==> src/rtl/axis_frame_fifo.sv <==
// AXI4-Stream frame FIFO with a first-word-fall-through head, selectable
// cut-through or store-and-forward release, and frame/fill status counters.
module axis_frame_fifo #(
  parameter int C_AXIS_TDATA_WIDTH = 24,
  parameter int C_AXIS_FIFO_DEPTH  = 16,
  parameter int C_AXIS_TUSER_WIDTH = 1,
  parameter int C_STORE_FORWARD    = 0
) (
  input  logic                                      clk,
  input  logic                                      resetn,
  input  logic                                      s00_axis_tvalid,
  output logic                                      s00_axis_tready,
  input  logic [C_AXIS_TDATA_WIDTH-1:0]             s00_axis_tdata,
  input  logic [C_AXIS_TDATA_WIDTH/8-1:0]           s00_axis_tstrb,
  input  logic                                      s00_axis_tlast,
  input  logic [C_AXIS_TUSER_WIDTH-1:0]             s00_axis_tuser,
  output logic                                      m00_axis_tvalid,
  input  logic                                      m00_axis_tready,
  output logic [C_AXIS_TDATA_WIDTH-1:0]             m00_axis_tdata,
  output logic [C_AXIS_TDATA_WIDTH/8-1:0]           m00_axis_tstrb,
  output logic                                      m00_axis_tlast,
  output logic [C_AXIS_TUSER_WIDTH-1:0]             m00_axis_tuser,
  output logic [$clog2(C_AXIS_FIFO_DEPTH+1)-1:0]    fill_level,
  output logic [$clog2(C_AXIS_FIFO_DEPTH+1)-1:0]    frames_stored,
  output logic [15:0]                               frames_out,
  output logic                                      overflow_attempt
);

  localparam int CW = $clog2(C_AXIS_FIFO_DEPTH + 1);
  localparam int AW = $clog2(C_AXIS_FIFO_DEPTH);
  localparam int SW = C_AXIS_TDATA_WIDTH / 8;
  localparam int BW = C_AXIS_TDATA_WIDTH + SW + 1 + C_AXIS_TUSER_WIDTH;
  localparam logic [CW-1:0] DEPTH_C = CW'(C_AXIS_FIFO_DEPTH);

  // Beat storage: {tdata, tstrb, tlast, tuser}; never reset, only the
  // pointers and counters define what is valid.
  logic [BW-1:0] mem_q [C_AXIS_FIFO_DEPTH];
  logic [BW-1:0] head;

  logic [AW-1:0] wr_ptr_q, wr_ptr_d;
  logic [AW-1:0] rd_ptr_q, rd_ptr_d;
  logic [CW-1:0] fill_q, fill_d;
  logic [CW-1:0] frames_q, frames_d;
  logic [15:0]   fout_q, fout_d;
  logic          release_q, release_d;
  logic          run_q;

  logic full, wr_en, rd_en, wr_last, rd_last;

  assign full    = (fill_q == DEPTH_C);
  assign wr_en   = s00_axis_tvalid && s00_axis_tready;
  assign rd_en   = m00_axis_tvalid && m00_axis_tready;
  assign wr_last = wr_en && s00_axis_tlast;
  assign rd_last = rd_en && m00_axis_tlast;

  // Ready is purely a function of registered state; run_q keeps it low
  // until the first clock edge after reset release.
  assign s00_axis_tready  = run_q && !full;
  assign overflow_attempt = run_q && s00_axis_tvalid && !s00_axis_tready;

  // Head of queue is read asynchronously so it is visible the cycle after it is written.
  assign head = mem_q[rd_ptr_q];
  assign {m00_axis_tdata, m00_axis_tstrb, m00_axis_tlast, m00_axis_tuser} = head;

  assign fill_level    = fill_q;
  assign frames_stored = frames_q;
  assign frames_out    = fout_q;

  // Output valid: cut-through shows any stored beat; store-and-forward waits for
  // a complete frame, or for a full FIFO (latched in release_q until that frame's tlast leaves).
  always_comb begin
    m00_axis_tvalid = 1'b0;
    if (C_STORE_FORWARD == 0) begin
      m00_axis_tvalid = (fill_q != '0);
    end else begin
      m00_axis_tvalid = (fill_q != '0) && ((frames_q != '0) || full || release_q);
    end
  end

  // Next-state for pointers, occupancy, frame counters and the oversize-frame release latch.
  always_comb begin
    wr_ptr_d  = wr_ptr_q;
    rd_ptr_d  = rd_ptr_q;
    fill_d    = fill_q;
    frames_d  = frames_q;
    fout_d    = fout_q;
    release_d = release_q;

    if (wr_en) wr_ptr_d = wr_ptr_q + AW'(1);
    if (rd_en) rd_ptr_d = rd_ptr_q + AW'(1);

    case ({wr_en, rd_en})
      2'b10:   fill_d = fill_q + CW'(1);
      2'b01:   fill_d = fill_q - CW'(1);
      default: fill_d = fill_q;
    endcase

    case ({wr_last, rd_last})
      2'b10:   frames_d = frames_q + CW'(1);
      2'b01:   frames_d = frames_q - CW'(1);
      default: frames_d = frames_q;
    endcase

    if (rd_last) fout_d = fout_q + 16'd1;

    // A frame longer than the FIFO would otherwise never show a tlast; once
    // the FIFO fills with no complete frame, keep draining until that tlast leaves.
    if (C_STORE_FORWARD != 0) begin
      if (rd_last) begin
        release_d = 1'b0;
      end else if (full && (frames_q == '0)) begin
        release_d = 1'b1;
      end
    end else begin
      release_d = 1'b0;
    end
  end

  // State registers, cleared asynchronously by resetn.
  always_ff @(posedge clk or negedge resetn) begin
    if (!resetn) begin
      wr_ptr_q  <= '0;
      rd_ptr_q  <= '0;
      fill_q    <= '0;
      frames_q  <= '0;
      fout_q    <= '0;
      release_q <= 1'b0;
      run_q     <= 1'b0;
    end else begin
      wr_ptr_q  <= wr_ptr_d;
      rd_ptr_q  <= rd_ptr_d;
      fill_q    <= fill_d;
      frames_q  <= frames_d;
      fout_q    <= fout_d;
      release_q <= release_d;
      run_q     <= 1'b1;
    end
  end

  // Beat storage write port.
  always_ff @(posedge clk) begin
    if (wr_en) begin
      mem_q[wr_ptr_q] <= {s00_axis_tdata, s00_axis_tstrb, s00_axis_tlast, s00_axis_tuser};
    end
  end

endmodule
==> config.mk <==
export PLATFORM = sky130hd
export DESIGN_NAME = axis_frame_fifo
export DESIGN_NICKNAME = d
export VERILOG_FILES = /design/src/rtl/axis_frame_fifo.sv
export SDC_FILE = /design/constraint.sdc
export NUM_CORES = 1
export LEC_CHECK = 0
export BUFFER_PORTS_ARGS = -buffer_cell sky130_fd_sc_hd__clkbuf_2
export CORE_MARGIN = 2
export CORE_UTILIZATION = 55
export DETAILED_ROUTE_END_ITERATION = 10
export PLACE_DENSITY_LB_ADDON = 0.2
export SETUP_SLACK_MARGIN = 0.15
export SYNTH_ARGS = -nofsm -noshare
export SYNTH_HDL_FRONTEND = slang
export SYNTH_SLANG_ARGS = --single-unit
export TNS_END_PERCENT = 5
==> constraint.sdc <==
create_clock -name clk -period 5.49 [get_ports clk]
set_input_delay 1.647 -clock clk [delete_from_list [all_inputs] [get_ports clk]]
set_output_delay 1.647 -clock clk [all_outputs]
set_load 0.05 [all_outputs]
After elaboration in Yosys (flattened, before gate mapping) --
Memory sizes are Yosys's and may differ from the RTL's. Cells that the tools add are included.
Word-level totals: memories 1, flip-flop bits (word level) 35, logic and storage cells 35, output and inout bits 58, input port bits 33, RAM bits 464
Operators by class: mux-type cells 4, add/subtract/negate cells 7, equal/unequal tests 5, reductions and logical operators 12
Memory list:
- mem_q | words 16, bits a word 29, rd ports 1, clocked after memory_dff 0, write ports 1, line 37 | logic [BW-1:0] mem_q [C_AXIS_FIFO_DEPTH];
Operator list (count):
- $pmux W5 S2 | 2
- $add A16 B1 Y16 const B | 1
- $add A5 B1 Y5 const B | 2
- $sub A5 B1 Y5 const B | 2
- $add A4 B1 Y4 const B | 2
- $logic_and A1 B1 Y1 | 7
- $eq A5 B5 Y1 const B | 1
- $reduce_bool A5 Y1 | 1
- $eq A2 B1 Y1 const B | 2
- $eq A2 B2 Y1 const B | 2
- $reduce_bool A2 Y1 | 2
- $logic_not A1 Y1 | 2
- $mux W1 | 2

Logic depth before layout (Yosys ltp) --
Gate-level depths: netlist (run 1).
word-level depth 7, gate-level depth with buffers 14, gate-level depth less buffers 12

Worst setup path before layout (run 1) --
Ideal clock, no wire load.
path type input port to flip-flop, start in s00_axis_tvalid, end mem mem_q[3][0] (netlist bit), enable pin, cell stages on the path 4, library setup time 451 ps, arrival time 4400 ps, slack 639 ps, data required time 5039 ps, buffers on the path 0, cells stage by stage nand2_1 > a21oi_1 > nand2_1 > nor3_1
On the way: longest elaborated chain between the ends 3
Ends and longest elaborated chain:
- start, declared | line 11 | input logic s00_axis_tvalid,
- $logic_and A1 B1 Y1 | line 51 | assign wr_en = s00_axis_tvalid && s00_axis_tready;
- $mux W1 | line 142 | if (wr_en) begin
- $mux W1 (implied by the code) | line 143 | mem_q[wr_ptr_q] <= {s00_axis_tdata, s00_axis_tstrb, s00_axis_tlast, s00_axis_tuser};
- end, declared | line 37
Every way passes these cells.

Final worst setup path (run 1) --
start reg rd_ptr_q[0], end out m00_axis_tstrb[0]
On the way: longest elaborated chain between the ends 1
Ends and longest elaborated chain:
- start, declared | line 41 | logic [AW-1:0] rd_ptr_q, rd_ptr_d;
- start signal, assigned | line 131 | rd_ptr_q <= rd_ptr_d;
- $mem_v2 Z16 W29
- end, declared | line 20 | output logic [C_AXIS_TDATA_WIDTH/8-1:0] m00_axis_tstrb,
Every way passes these cells.

==> summary.txt, run 1 <==
Outcome
  • Status: complete, no violations

STA
  • Relative slew slack: 0.215
  • Hold slack final: 470 ps
  • Final setup margin: 757 ps
  • RSZ-0062 raised after global routing: no
  • Final min period: 4730 ps
  • Setup TNS: 0 ps
  • Max Clk Rate: 211 MHz
  • Layout Skew: 25.3 ps
  • Final setup viols: 0
  • Worst slew pin tran: 1180 ps
  • Ratio of final minimum period to clock period: 0.862
  • Slew Viols, Final: 0
  • Final Hold Fails: 0

Run
  • Max-cap violations: 0

Synth
  • Sequential-to-total area share from yosys stat: 0.761
  • Count of warnings emitted by yosys: 0
  • Synth top area share: 0.716
  • Yosys top cell by area: edfxtp_1
  • Synth top cells by count: edfxtp_1, mux4_2, dfrtp_1
  • Post-synth EDFFs: 464
  • Top cells by area, synth: edfxtp_1, mux4_2, dfrtp_1
  • Ys async rst share: 0.0701
  • Yosys reg bits: 499
  • Area of the mapped netlist: 19400 um^2
  • Ys flop type: edfxtp_1
  • Syn avg cell area: 22.6 um^2
  • Cells after synthesis: 860
  • Netlist cell types: 38
  • Count leader, synth: edfxtp_1
  • Net Count, Synth: 909

Die
  • Chip height: 192 um
  • Core ar.: 34700 um^2
  • Die width: 192 um
  • Die Area: 36900 um^2
  • Row count: 68
  • Ports: 91
  • Initial core utilization: 0.560

Worst setup path
  • Worst stage delay on the critical path: 750 ps
  • Worst-path cell chain: buf_12 -> mux4_2 -> mux4_2 -> clkbuf_2
  • CP Data Required Time: 3840 ps
  • Crit path top cell by count: mux4_2
  • CP Max Fanout: 44
  • Critical path capture point type: output pin
  • CP delay by family, top: multiplexers
  • Crit path DAT: 3090 ps
  • Crit path max-delay cell type: dfrtp_4
  • Critical Path Source Type: register
  • Critical path type: reg -> out
  • Register-to-Register Path Depth: 13
  • WP buf/inv: 2
  • CP Depth: 4

GRT
  • First-pass GRT wire length: 59300 um
  • Pin count of the biggest net entering global routing: 45
  • Initial antenna violation count: 2
  • Grt total ovfl: 0
  • Total track usage: 0.222
  • Vias in the first global route: 9379

Clock network
  • Post-CTS sizing: 0
  • Clk slew on worst S/H paths: 70 ps
  • TritonCTS buffer count: 49
  • Clock Latency Late Sink: 560 ps
  • Clock Path Buffers: 3
  • Root buffer cell: clkbuf_16
  • TritonCTS clock tree: done
  • Hold-fix buffers, CTS: 0
  • Post-CTS setup buffers: 0
  • Max H-tree Level: 2
  • Clock sink count: 499

Cells and area
  • Finished Layout Cells: 1489
  • Fin nets: 1041
  • Area grow syn2layout: 14.2%
  • Share of post-route cells with drive strength above 1: 0.349
  • Post-Layout Inst Area: 22200 um^2

Routing
  • Initial drt markers: 780
  • Post-Route WL: 39200 um
  • Pre-Repair DR Iteration Count: 4
  • DRC viols: 0
  • Antenna viol nets, final: 0
  • Routed vias/inst: 6.04
  • Total number of vias: 8991
  • Wire per inst: 26.3 um

Place
  • Placement Setup Slack: 1080 ps
  • Placer Congestion: 0.740
  • Port Buf Inserts: 90
  • Placed cell count: 1396
  • Detailed Place HPWL: 22400 um
  • Post-DP Area: 20700 um^2

Pwr
  • Pleak: 7.37 nW
  • P per Cell Area: 534 nW/um^2
  • Maximum VDD drop: 0.599 mV

Min path
  • Hold/Removal Path Class: reg -> reg
  • Worst Hold Depth: 1
-- kinds of logic after synthesis --
kind of cell,after synthesis,synth area share
muxes,150,0.167
xor gates and xnor gates,29,0.0131
AOI/OAI and AO/OA,32,0.0147
buffers and inverters,55,0.0127
DFF,499,0.761
adders and majority gates,16,0.0111
other,1,0.000193
and+or+nand+nor,78,0.0195
-- final cells by class --
cell class              count  area [um^2]
clock buffers              64         1300
inverters                  14         52.6
well taps                 455          569
fillers                  2342        12500
flip-flops and latches    499        14800
diodes                      1         2.50
repair buffers            122          728
clock inverters            28          225
multi-input cells         306         4500
-- sequential cells by signal (all words and copies together), names as in the netlist --
signal and count:
fill_level 5, frames_out 16, frames_stored 5, mem_q 464
rd_ptr_q 4, run_q 1, wr_ptr_q 4
-- worst register-to-register path: stages (launching register included) --
cell	delay (ps)
dfrtp_4	750
buf_12	400
mux2i_1	160
a221oi_2	310
nand3_2	410
a21oi_1	420
ha_1	290
inv_1	100
fa_1	410
nor2b_1	120
o21ai_0	90
and3_1	190
nor3_1	170
xor2_1	180
-- metrics by stage --
stage	total power, W	util
6_report	0.0119	0.640
4_1_cts	0.0120	0.640
5_1_grt	0.0123	0.640
2_1_floorplan	0.00784	-
3_5_place_dp	0.00882	0.595
3_3_place_gp	0.00878	0.595
-- where the power goes --
part           leakage, nW  switching [W]  internal, W
Clock                0.745        0.00139      0.00179
Combinational         2.02        0.00234      0.00156
Sequential            4.61       0.000361      0.00443
Total                 7.37        0.00408      0.00777
-- cell usage in the layout (no fill, tap or decap), drive strengths merged, types with 2 or more instances in the layout --
cell,instances
mux4,140
clkinvlp,2
a2111oi,9
xor2,20
dfrtp,35
fa,2
bufinv,2
ha,14
o21ai,8
nand3,12
nor2,15
mux2i,9
buf,32
nand4,4
nand2,27
inv,18
a21o,2
xnor2,9
clkinv,20
nor3,7
edfxtp,464
a21oi,6
clkbuf,154
a211oi,5
nand2b,3
nor2b,4
and3,4
-- path summary, 6_finish.rpt --
path | start | to | slack (ps)
max | rd_ptr_q[0] | m00_axis_tstrb[0] | 760
min | frames_stored[4] | frames_stored[4] | 470
max reg2reg | rd_ptr_q[0] | frames_stored[4] | 1410
min reg2reg | frames_stored[4] | frames_stored[4] | 470
max in group asynchronous | resetn | rd_ptr_q[1] | 3650
min in group asynchronous | resetn | frames_out[11] | 1190
-- metal layers --
layer,up-vias,track usage,wire [um]
met5,-,0,0
met4,0,0.0499,708
met3,65,0.0325,2090
met2,277,0.354,19300
met1,4789,0.331,17100
li1,3860,-,-
(Power assumes the default switching activity.)
==> run 2, diff against run 1 <==
==> constraint.sdc (replaced) <==
create_clock -name clk -period 4.9 [get_ports clk]
set_input_delay 1.47 -clock clk [delete_from_list [all_inputs] [get_ports clk]]
set_output_delay 1.47 -clock clk [all_outputs]
set_load 0.05 [all_outputs]
==> run 2 against run 1 <==
Core utilization grew 0.68 points. Sequential share of layout area shrank 0.70 points. Via count grew 0.13%. Clock skew shrank 1.4 ps. Routed wire length shrank 0.17%. Sequential power grew 12%. Combinational power grew 12%. First-iteration DRC count grew 14%. Worst setup slack lost 430 ps. Total power grew 13%.
==> summary.txt, run 2 (synthesized netlist as in run 1, its figures left out) <==
Place
  • Detailed Place HPWL: 22000 um (-1.7%)
  • Placement Setup Slack: 835 ps (-246 ps)
  • Port Buf Inserts: 90 (unchanged)
  • Placer Congestion: 0.763 (+3.1%)

STA
  • Worst slew pin tran: 976 ps (-201 ps)
  • Final setup margin: 323 ps (-434 ps)
  • Relative slew slack: 0.349 (+0.134)
  • Final min period: 4580 ps
  • Hold slack final: 471 ps (+1.12 ps)
  • Final Hold Fails: 0 (unchanged)
  • Slew Viols, Final: 0 (unchanged)
  • Ratio of final minimum period to clock period: 0.934
  • Final setup viols: 0 (unchanged)
  • RSZ-0062 raised after global routing: no
  • Max Clk Rate: 218 MHz
  • Setup TNS: 0 ps (unchanged)
  • Layout Skew: 23.9 ps (-1.36 ps)

Pwr
  • Maximum VDD drop: 0.543 mV (-9.4%)
  • Overall power: 0.0134 W (+13%)
  • P per Cell Area: 599 nW/um^2 (+12%)
  • Pleak: 7.46 nW (+1.2%)

Outcome
  • Status: complete, no violations

Cells and area
  • Most frequent cells in the layout: edfxtp_1, mux4_2, clkbuf_2
  • Commonest non-fill, non-tap cell in the layout: edfxtp_1
  • Largest register FFs: 464 (unchanged)
  • Fin nets: 1047 (+0.58%)
  • Filler Cells Inserted: 2316 (-1.1%)
  • Share of post-route cells with drive strength above 1: 0.360 (+0.0106)
  • Area grow syn2layout: 15.4%
  • Most flops, register: mem_q

GRT
  • Vias in the first global route: 9260 (-1.3%)
  • First-pass GRT wire length: 58200 um (-1.8%)
  • Grt total ovfl: 0 (unchanged)
  • Initial antenna violation count: 2 (unchanged)
  • Total track usage: 0.220 (-0.00163)
  • Pin count of the biggest net entering global routing: 65 (+44%)

Routing
  • Initial drt markers: 892 (+14%)
  • Wire per inst: 26.2 um (-0.37%)
  • Antenna viol nets, final: 0 (unchanged)
  • Post-Route WL: 39100 um (-0.17%)
  • Routed vias/inst: 6.03 (about the same)
  • DRC viols: 0 (unchanged)
  • Total number of vias: 9003 (+0.13%)
  • Pre-Repair DR Iteration Count: 5 (+1)

Worst setup path
  • Crit path DAT: 3110 ps (+20 ps)
  • Setup slack, reg-to-reg: 950 ps (-460 ps)
  • CP Data Required Time: 3430 ps (-410 ps)
  • CP Max Fanout: 64 (+45%)
  • Worst reg2reg path startpoint: rd_ptr_q[1]
  • Worst R2R End: frames_stored[4]
  • Critical Path Source Type: register
  • Critical path type: reg -> out
  • Critical path capture point type: output pin
  • Register-to-Register Path Depth: 12 (-1)

Die
  • Chip height: 192 um (unchanged)
  • Die width: 192 um (unchanged)
  • Initial core utilization: 0.560 (unchanged)
  • Row count: 68 (unchanged)
  • Ports: 91 (unchanged)
  • Core ar.: 34700 um^2 (unchanged)
  • Die Area: 36900 um^2 (unchanged)

Clock network
  • Clk slew on worst S/H paths: 60 ps (about the same)
  • Root buffer cell: clkbuf_16
  • Post-CTS sizing: 0 (unchanged)
  • Clock sink count: 499 (unchanged)
  • TritonCTS buffer count: 49 (unchanged)
  • Hold-fix buffers, CTS: 0 (unchanged)
  • Post-CTS setup buffers: 0 (unchanged)
  • Max H-tree Level: 2 (unchanged)
  • TritonCTS clock tree: done
  • Clock Latency Late Sink: 570 ps (about the same)
  • Clock Path Buffers: 3 (unchanged)

Min path
  • Worst Hold Depth: 1 (unchanged)
  • Min-Delay Endpoint: frames_out[15]
  • Hold_sp: frames_out[15]
  • Hold/Removal Path Class: reg -> reg

Run
  • Max-cap violations: 0 (unchanged)
[run 2: final cells by class]
type | count | area [um^2] | area share
sequential | 499 | 14800 | 0.660
multi-input combinational | 306 | 4500 | 0.201
clock buffer | 59 | 1310 | 0.0582
antenna | 1 | 2.50 | 0.000112
inverter | 14 | 52.6 | 0.00234
clock inverter | 30 | 302 | 0.0134
tap | 455 | 569 | 0.0254
timing repair buffer | 128 | 886 | 0.0395
[run 2: worst max-delay path by stage]
| stage | startpoint | depth (start not counted) | end |
|---|---|---|---|
| finish | rd_ptr_q[1] | 4 | m00_axis_tstrb[0] |
| global route | rd_ptr_q[1] | 4 | m00_axis_tdata[1] |
| CTS | rd_ptr_q[0] | 4 | m00_axis_tdata[22] |
| detailed placement | rd_ptr_q[0] | 13 | frames_stored[4] |
| global placement | rd_ptr_q[1] | 4 | m00_axis_tstrb[1] |
| floorplan | s00_axis_tvalid | 4 | mem_q[3][0] |
[run 2: layer usage]
metal  wire length [um]  GRT usage  vias to the layer above
li1                   -          -                     3871
met1              16600      0.314                     4796
met2              19200      0.355                      271
met3               2540     0.0439                       63
met4                789     0.0570                        2
met5                  9          0                        -
[run 2: per-stage QoR]
stage	cell area, um^2	utilization	cells
2_1_floorplan	19400	-	860
3_3_place_gp	20800	0.599	1401
3_5_place_dp	20800	0.599	1401
4_1_cts	22400	0.646	1490
5_1_grt	22400	0.646	1491
6_report	22400	0.646	1492
[run 2: report_power, final]
| part | switching [W] | leakage [nW] | internal, W |
|---|---|---|---|
| logic | 0.00260 | 2.08 | 0.00177 |
| clock network | 0.00154 | 0.776 | 0.00217 |
| registers | 0.000411 | 4.61 | 0.00496 |
[run 2: worst max-delay path, cell delays in order (launching register included)]
cell	delay [ps]
dfrtp_4	1010
buf_12	330
mux4_2	350
mux4_2	510
clkbuf_2	260
